==> config.mk <==
export PLATFORM = sky130hd
export DESIGN_NAME = ad7264_conversion_sequencer
export DESIGN_NICKNAME = d
export VERILOG_FILES = /design/src/rtl/ad7264_conversion_sequencer.sv
export SDC_FILE = /design/constraint.sdc
export NUM_CORES = 1
export LEC_CHECK = 0
export CORE_UTILIZATION = 53
export CTS_CLUSTER_DIAMETER = 100
export DETAILED_ROUTE_END_ITERATION = 12
export MAX_ROUTING_LAYER = met4
export PLACE_DENSITY = 0.9
export RECOVER_POWER = 25
export SYNTH_ARGS = -nofsm -noshare
export SYNTH_HDL_FRONTEND = slang
export SYNTH_SLANG_ARGS = --single-unit
==> constraint.sdc <==
create_clock -name Clk -period 3.3 [get_ports Clk]
set_input_delay 0.66 -clock Clk [delete_from_list [all_inputs] [get_ports Clk]]
set_output_delay 0.66 -clock Clk [all_outputs]
set_load 0.01 [all_outputs]
==> src/rtl/ad7264_conversion_sequencer.sv <==
`timescale 1ns/1ps
// AD7264 frame sequencer for the AquaTux SPI master: drives ss/startSending/DIM and
// deserializes DOMA/DOMB into 14-bit samples. Optional macro: AD7264_SEQ_AUTO_EN (auto_mode).
module ad7264_conversion_sequencer #(
   parameter int CTRL_BITS    = 16,
   parameter int DATA_BITS    = 14,
   parameter int LEAD_BITS    = 2,
   parameter int TX_LATENCY   = 1,
   parameter int RX_LATENCY   = 2,
   parameter int FRAME_BITS   = 32,
   parameter int QUIET_CYCLES = 2
) (
   input  logic                 Clk,
   input  logic                 reset,
   input  logic                 start,
   input  logic [CTRL_BITS-1:0] ctrl_word,
`ifdef AD7264_SEQ_AUTO_EN
   input  logic                 auto_mode,
`endif
   output logic                 busy,
   output logic                 ss,
   output logic                 startSending,
   output logic                 DIM,
   input  logic                 DOMA,
   input  logic                 DOMB,
   output logic [DATA_BITS-1:0] data_a,
   output logic [DATA_BITS-1:0] data_b,
   output logic                 data_valid,
   output logic [7:0]           sample_count
);

   localparam int CNT_W  = $clog2(FRAME_BITS + 1);
   localparam int QCNT_W = (QUIET_CYCLES > 1) ? $clog2(QUIET_CYCLES) : 1;

   localparam logic [CNT_W-1:0]  CNT_ONE  = CNT_W'(1);
   localparam logic [CNT_W-1:0]  LAST_BIT = CNT_W'(FRAME_BITS - 1);
   localparam logic [CNT_W-1:0]  CTRL_END = CNT_W'(CTRL_BITS);
   localparam logic [CNT_W-1:0]  TX_FIRST = CNT_W'(TX_LATENCY);
   localparam logic [CNT_W-1:0]  TX_LAST  = CNT_W'(TX_LATENCY + CTRL_BITS - 1);
   localparam logic [CNT_W-1:0]  RX_FIRST = CNT_W'(RX_LATENCY + LEAD_BITS);
   localparam logic [CNT_W-1:0]  RX_LAST  = CNT_W'(RX_LATENCY + LEAD_BITS + DATA_BITS - 1);
   localparam logic [QCNT_W-1:0] QCNT_ONE = QCNT_W'(1);
   localparam logic [QCNT_W-1:0] LAST_Q   = QCNT_W'(QUIET_CYCLES - 1);

   if (FRAME_BITS < RX_LATENCY + LEAD_BITS + DATA_BITS) begin : g_err_rx_window
      $error("FRAME_BITS cannot hold the receive window");
   end
   if (FRAME_BITS < TX_LATENCY + CTRL_BITS) begin : g_err_tx_window
      $error("FRAME_BITS cannot hold the transmit window");
   end
   if (QUIET_CYCLES < 1) begin : g_err_quiet
      $error("QUIET_CYCLES must be at least 1");
   end

   typedef enum logic [1:0] {
      ST_IDLE  = 2'd0,
      ST_FRAME = 2'd1,
      ST_QUIET = 2'd2
   } state_t;

   state_t                state_q, state_d;
   logic [CNT_W-1:0]      bit_cnt_q, bit_cnt_d;
   logic [QCNT_W-1:0]     quiet_cnt_q, quiet_cnt_d;
   logic [CTRL_BITS-1:0]  ctrl_shift_q, ctrl_shift_d;
   logic [DATA_BITS-1:0]  shift_a_q, shift_a_d;
   logic [DATA_BITS-1:0]  shift_b_q, shift_b_d;
   logic [DATA_BITS-1:0]  data_a_q, data_a_d;
   logic [DATA_BITS-1:0]  data_b_q, data_b_d;
   logic [7:0]            sample_cnt_q, sample_cnt_d;
   logic                  data_valid_q, data_valid_d;
   logic                  ss_q, ss_d;
   logic                  busy_q, busy_d;
   logic                  start_sending_q, start_sending_d;
   logic                  dim_q, dim_d;
   logic                  auto_go_s;
   logic [CTRL_BITS-1:0]  ctrl_reload_s;

`ifdef AD7264_SEQ_AUTO_EN
   logic [CTRL_BITS-1:0]  ctrl_lat_q;

   // Keeps the accepted control word so free-running frames can reuse it.
   always_ff @(posedge Clk or posedge reset) begin
      if (reset) begin
         ctrl_lat_q <= '0;
      end else if ((state_q == ST_IDLE) && start) begin
         ctrl_lat_q <= ctrl_word;
      end else begin
         ctrl_lat_q <= ctrl_lat_q;
      end
   end

   assign auto_go_s     = auto_mode;
   assign ctrl_reload_s = ctrl_lat_q;
`else
   assign auto_go_s     = 1'b0;
   assign ctrl_reload_s = ctrl_word;
`endif

   // Next-state logic; outputs are derived from the next state so they register cleanly.
   always_comb begin
      state_d      = state_q;
      bit_cnt_d    = bit_cnt_q;
      quiet_cnt_d  = quiet_cnt_q;
      ctrl_shift_d = ctrl_shift_q;
      shift_a_d    = shift_a_q;
      shift_b_d    = shift_b_q;
      data_a_d     = data_a_q;
      data_b_d     = data_b_q;
      sample_cnt_d = sample_cnt_q;
      data_valid_d = 1'b0;

      case (state_q)
         ST_IDLE: begin
            if (start) begin
               state_d      = ST_FRAME;
               bit_cnt_d    = '0;
               ctrl_shift_d = ctrl_word;
            end else begin
               state_d = ST_IDLE;
            end
         end
         ST_FRAME: begin
            ctrl_shift_d = {ctrl_shift_q[CTRL_BITS-2:0], 1'b0};
            if ((bit_cnt_q >= RX_FIRST) && (bit_cnt_q <= RX_LAST)) begin
               shift_a_d = {shift_a_q[DATA_BITS-2:0], DOMA};
               shift_b_d = {shift_b_q[DATA_BITS-2:0], DOMB};
            end else begin
               shift_a_d = shift_a_q;
               shift_b_d = shift_b_q;
            end
            if (bit_cnt_q == LAST_BIT) begin
               state_d      = ST_QUIET;
               quiet_cnt_d  = '0;
               data_a_d     = shift_a_q;
               data_b_d     = shift_b_q;
               sample_cnt_d = sample_cnt_q + 8'd1;
               data_valid_d = 1'b1;
            end else begin
               bit_cnt_d = bit_cnt_q + CNT_ONE;
            end
         end
         ST_QUIET: begin
            if (quiet_cnt_q == LAST_Q) begin
               if (auto_go_s) begin
                  state_d      = ST_FRAME;
                  bit_cnt_d    = '0;
                  ctrl_shift_d = ctrl_reload_s;
               end else begin
                  state_d = ST_IDLE;
               end
            end else begin
               quiet_cnt_d = quiet_cnt_q + QCNT_ONE;
            end
         end
         default: begin
            state_d = ST_IDLE;
         end
      endcase

      ss_d   = (state_d == ST_FRAME);
      busy_d = (state_d != ST_IDLE);
      if ((state_d == ST_FRAME) && (bit_cnt_d < CTRL_END)) begin
         dim_d = ctrl_shift_d[CTRL_BITS-1];
      end else begin
         dim_d = 1'b0;
      end
      if ((state_d == ST_FRAME) && (bit_cnt_d >= TX_FIRST) && (bit_cnt_d <= TX_LAST)) begin
         start_sending_d = 1'b1;
      end else begin
         start_sending_d = 1'b0;
      end
   end

   // State, datapath and output registers; reset clears everything at once.
   always_ff @(posedge Clk or posedge reset) begin
      if (reset) begin
         state_q         <= ST_IDLE;
         bit_cnt_q       <= '0;
         quiet_cnt_q     <= '0;
         ctrl_shift_q    <= '0;
         shift_a_q       <= '0;
         shift_b_q       <= '0;
         data_a_q        <= '0;
         data_b_q        <= '0;
         sample_cnt_q    <= 8'd0;
         data_valid_q    <= 1'b0;
         ss_q            <= 1'b0;
         busy_q          <= 1'b0;
         start_sending_q <= 1'b0;
         dim_q           <= 1'b0;
      end else begin
         state_q         <= state_d;
         bit_cnt_q       <= bit_cnt_d;
         quiet_cnt_q     <= quiet_cnt_d;
         ctrl_shift_q    <= ctrl_shift_d;
         shift_a_q       <= shift_a_d;
         shift_b_q       <= shift_b_d;
         data_a_q        <= data_a_d;
         data_b_q        <= data_b_d;
         sample_cnt_q    <= sample_cnt_d;
         data_valid_q    <= data_valid_d;
         ss_q            <= ss_d;
         busy_q          <= busy_d;
         start_sending_q <= start_sending_d;
         dim_q           <= dim_d;
      end
   end

   assign busy         = busy_q;
   assign ss           = ss_q;
   assign startSending = start_sending_q;
   assign DIM          = dim_q;
   assign data_a       = data_a_q;
   assign data_b       = data_b_q;
   assign data_valid   = data_valid_q;
   assign sample_count = sample_cnt_q;

endmodule

**Word level (Yosys, flattened, before mapping)**

Index checks and enable logic that the tools add are counted.

- Add/subtract/negate cells: 3
- Order comparisons: 5
- Equal/unequal tests: 6
- Muxes and demuxes: 16
- Reduce and logical (&&, ||, !) cells: 12

Operators with widths:

| kind | number |
|---|---|
| 16-bit case mux with 2 select lines | 1 |
| 16-bit 2-to-1 mux | 1 |
| 6-bit by 5-bit less-or-equal comparator with 1-bit output, second input constant | 2 |
| 6-bit 2-to-1 mux | 2 |
| 6-bit case mux with 2 select lines | 1 |
| 8-bit by 1-bit adder with 8-bit output, second input constant | 1 |
| 2-bit AND reduction | 4 |
| 1-bit 2-to-1 mux | 7 |
| 6-bit by 1-bit adder with 6-bit output, second input constant | 1 |
| 6-bit by 5-bit == test with 1-bit output, second input constant | 1 |
| 6-bit by 1-bit >= comparator with 1-bit output, second input constant | 1 |
| 6-bit by 3-bit >= comparator with 1-bit output, second input constant | 1 |
| 6-bit by 5-bit < comparator with 1-bit output, second input constant | 1 |
| 2-bit case mux with 3 select lines | 1 |
| 2-bit nonzero test | 3 |
| 2-bit by 1-bit == test with 1-bit output, second input constant | 2 |
| 1-bit logical AND | 4 |
| 2-bit 2-to-1 mux | 2 |
| 2-bit != test, second input constant | 2 |
| 2-bit == test, second input constant | 1 |
| 2-bit zero test | 1 |
| 1-bit case mux with 2 select lines | 1 |
| 1-bit adder, second input constant | 1 |

- Register bits after elaboration: 94
- Input port bits: 21
- Output and inout bits: 41
- Logic and storage cells: 57

**Depth between registers and ports, before layout**

- Word-level depth: 7
- Depth in mapped cells: 8

**Worst setup path before layout**

Ideal clock, no wire load.

- Path type: register -> register
- From: register bit_cnt_q[0]
- To: register start_sending_q (netlist: startSending)
- Arrival time: 1.815 ns
- Data required time: 3.172 ns
- Path slack: 1.358 ns
- Cell stages (with the launch flop): 7
- Clock period less this slack: 1.942 ns
- Cells stage by stage: dfrtp_1 -> ha_1 -> nor2_1 -> a22o_1 -> a311o_1 -> nor4_2 -> mux2_1

- Longest elaborated chain between the ends: 7
- Elaborated cells on any way between the ends: 13
- Classes of those cells: add/sub: 1; order compare: 2; eq/ne: 2; mux: 6; reduce/logical: 2

RTL lines:

| element | RTL line | RTL |
|---|---|---|
| start, declared | 62 | `logic [CNT_W-1:0] bit_cnt_q, bit_cnt_d;` |
| start signal, assigned | 193 | `bit_cnt_q <= bit_cnt_d;` |
| 6-bit by 1-bit adder with 6-bit output / 6-bit by 5-bit == test with 1-bit output (equally long branches) | 139, 131 |  |
| 6-bit 2-to-1 mux | 131 | `if (bit_cnt_q == LAST_BIT) begin` |
| 6-bit case mux with 2 select lines (*) | 112 | `case (state_q)` |
| net bit_cnt_d[0] | 62 |  |
| 6-bit by 1-bit >= comparator with 1-bit output | 167 | `if ((state_d == ST_FRAME) && (bit_cnt_d >= TX_FIRST) && (bit_cnt_d <= TX_LAST)) begin` |
| 1-bit logical AND | 167 |  |
| 1-bit logical AND (*) | 167 |  |
| 1-bit 2-to-1 mux (*) | 167 |  |
| net start_sending_d | 73 | `logic start_sending_q, start_sending_d;` |
| end signal, assigned | 204 | `start_sending_q <= start_sending_d;` |
| end, declared | 73 |  |

The timed path passes the listed nets; every way through them passes the cells marked *.
A chain may end at the register's enable or synchronous reset.

**Final worst setup path**

- From: register state_q[1]
- To: register start_sending_q (netlist: startSending)

- Longest elaborated chain between the ends: 6
- Elaborated cells on any way between the ends: 13
- Classes of those cells: order compare: 2; eq/ne: 3; mux: 5; reduce/logical: 3

RTL lines:

| element | RTL line | RTL |
|---|---|---|
| start, declared | 61 | `state_t state_q, state_d;` |
| start signal, assigned | 192 | `state_q <= state_d;` |
| 2-bit by 1-bit == test with 1-bit output / 2-bit zero test (equally long branches) | 112 |  |
| 6-bit case mux with 2 select lines (*) | 112 |  |
| net bit_cnt_d[0] | 62 |  |
| 6-bit by 1-bit >= comparator with 1-bit output | 167 |  |
| 1-bit logical AND | 167 |  |
| 1-bit logical AND (*) | 167 |  |
| 1-bit 2-to-1 mux (*) | 167 |  |
| net start_sending_d | 73 |  |

Marks and branches as above.

==> impl_metrics.ini <==
[synth]
synth.distinct_cells = 43
yosysWarnings = 0
yosysMostFrequentCell = dfrtp_1
synth_common_cells = 94 x dfrtp_1, 51 x mux2_2, 19 x o21ai_0
yosys_register_bits = 94
syn_area_um2 = 3960
synthCells = 304
synth_edf_count = 0
ys_seq_area_share_pct = 59.4
synth_largest_area_cell = dfrtp_1
netlist_top_cells_area = dfrtp_1 59%, mux2_2 15%, a22oi_1 2.8%
syn_avg_cell_area_um2 = 13.0
yosysTopAreaCellShare_pct = 59.4
synthesis.nets = 330
postSynth.asyncResetShare_pct = 100
synth_flop_cell = dfrtp_1

[cells_and_area]
multiInputGateArea_um2 = 1510
nets = 392
n_antenna_cell = 0
area_growth_pct = 23.4
seq_area_um2 = 2350
fill_cells = 521
layout-drive-gt1-share_pct = 21.7
finalCoreUtilization_pct = 67.3

[clocking]
cts_hold_buf = 0
htreeDepth = 3
cts_root_buf = clkbuf_8
post_cts_buffers = 0
cts.sink_count = 94
cts_tree = yes
clockBufferDepth = 2
cts_resized = 0
cts_buffers = 9
cts.clk_slew.worst_paths_ps = 90
clk_latency_ps = 360

[sta]
layout_min_cycle_time_ps = 2460
clock_skew_ps = 9.60
max_freq_mhz = 407
hold_violations = 0
fin_setup_tns_ps = 0
rsz0062_at_grt = no
finalCritPeriodShare_pct = 74.4
drv_slew = 42
finalSetupViolCount = 0
tightest_slew_ps = 1770
maxSlewHeadroom_pct = -18.6

[pwr]
intPower_w = 0.00293
p_leak_nw = 2.10
p_total_w = 0.00438
power_switching_w = 0.00145
switching_share_pct = 33.0
combPwrFrac_pct = 38.2
p_seq_share_pct = 45.0
vdd_ir_drop_max_v = 0.000615
pwr-share-clk_pct = 16.7
powerDensity_nw_per_um2 = 897

[drt]
drc = 0
detail_route.iter0.violations = 194
vias_per_cell = 5.55
ant_nets = 0
wl_um = 7800
num_vias = 2596
wl_per_cell_um = 16.7
drt_pass1_iterations = 4

[global_routing]
grt_pass1_wl_um = 12400
antenna_found_initial = 0
grt_overflow = 0
first_global_vias = 2559
grt_start_max_net_pins = 43
grt_usage_pct = 22.1

[placed_design]
hpwl_um = 5240
globalplace.congestion = 0.824
io_buffers = 61

[floorplan]
num_rows = 31
start_util_pct = 54.6
io_pins = 62
die_w_um = 88.4
coreArea_um2 = 7250
fp.dieH_um = 88.4
dieArea_um2 = 7820

[setup_path]
crit_required_ps = 3530
crit_type = register to register
critPathBufInv = 0
end_kind = register
crit_chain = nor2b_2 > a22o_1 > a311o_1 > nor4_2 > mux2_1
crit_path_max_incr_delay_ps = 820
critPathLaunchType = register
crit_slowest_cell = dfrtp_1
critPathMaxFanout = 25
path_delay_family = flip-flops
arrival_ps = 2690

[job]
max_cap_violations = 1

[hold_path]
hold_class = register to register

[status]
violations = max-capacitance violations, max-slew violations
outcome = finished with violations
-- cell type report --
class,instances,share of cell area [%]
repair buffers,68,14.1
clock inverters,5,1.26
multi-input cells,187,30.9
clock buffers,9,2.54
flip-flops and latches,94,48.2
well taps,99,2.54
inverters,6,0.487
-- kinds of logic (layout without fill, tap and decap cells) --
kind of cell | count (synthesis) | in the layout | synth area share (%)
AND/OR/NAND/NOR | 56 | 56 | 8.28
flip-flops | 94 | 94 | 59.4
XOR/XNOR | 7 | 7 | 1.55
buffers and inverters | 23 | 88 | 2.50
multiplexers | 58 | 58 | 16.5
adder cells (fa/ha/maj) | 5 | 5 | 1.58
AO/OA/AOI/OAI | 61 | 61 | 10.1
-- per-stage QoR --
stage / worst slack, ps / hold slack [ps] / instance area (um^2) / instances
global route: 712 / 512 / 4880 / 468
finish: 844 / 489 / 4880 / 468
CTS: 874 / 492 / 4880 / 468
floorplan: 191 / 450 / 3960 / 304
global placement: 662 / 461 / 4700 / 454
detailed placement: 622 / 472 / 4700 / 454
-- worst paths after layout --
check                            startpoint          endpoint  slack, ps  depth (start not counted)
setup / recovery                 state_q[1]      startSending        840                          5
hold / removal             ctrl_shift_q[10]  ctrl_shift_q[10]        490                          2
setup reg to reg                 state_q[1]      startSending        840                          5
hold reg to reg            ctrl_shift_q[10]  ctrl_shift_q[10]        490                          2
max in group asynchronous             reset         data_b[3]       1170                          3
min in group asynchronous             reset        data_b[12]       1200                          2
-- registers in the layout (all words and copies together), names as in the netlist --
name,flops
busy,1
data_b,14
sample_count,8
startSending,1
data_a,14
shift_a_q,14
DIM,1
bit_cnt_q,6
shift_b_q,14
state_q,2
ctrl_shift_q,16
quiet_cnt_q,1
ss,1
data_valid,1
-- worst reg2reg max path: cells and delay by family (launching register included) --
family          cells  cell delay, ps
compound gates      2             570
flops               1             820
mux                 1             350
simple gates        2             600
-- power groups by stage --
stage,registers (W),clock network (W),logic [W]
5_1_grt,0.00204,0.000793,0.00182
4_1_cts,0.00197,0.000747,0.00169
3_5_place_dp,0.00198,0,0.00167
2_1_floorplan,0.00194,0,0.00105
6_report,0.00197,0.000734,0.00167
3_3_place_gp,0.00195,0,0.00160
-- per-layer routing --
| layer | up-vias | track usage, % | part of all wire (%) |
|---|---|---|---|
| li1 | 1209 | - | - |
| met1 | 1297 | 27.5 | 45 |
| met2 | 79 | 35.4 | 49 |
| met3 | 11 | 4.94 | 4.7 |
| met4 | 0 | 8.36 | 1.1 |
| met5 | - | - | 0 |
-- cell usage in the layout (no fill, tap or decap), types with 7 or more instances in the layout --
master / instances
mux2_2: 51
nand2_1: 12
dfrtp_1: 94
a22oi_1: 15
a21oi_1: 14
clkdlybuf4s50_1: 60
mux2_1: 7
nor2b_1: 11
o21ai_0: 19
clkbuf_8: 9
Note: power is estimated with default switching activity, not from simulation.
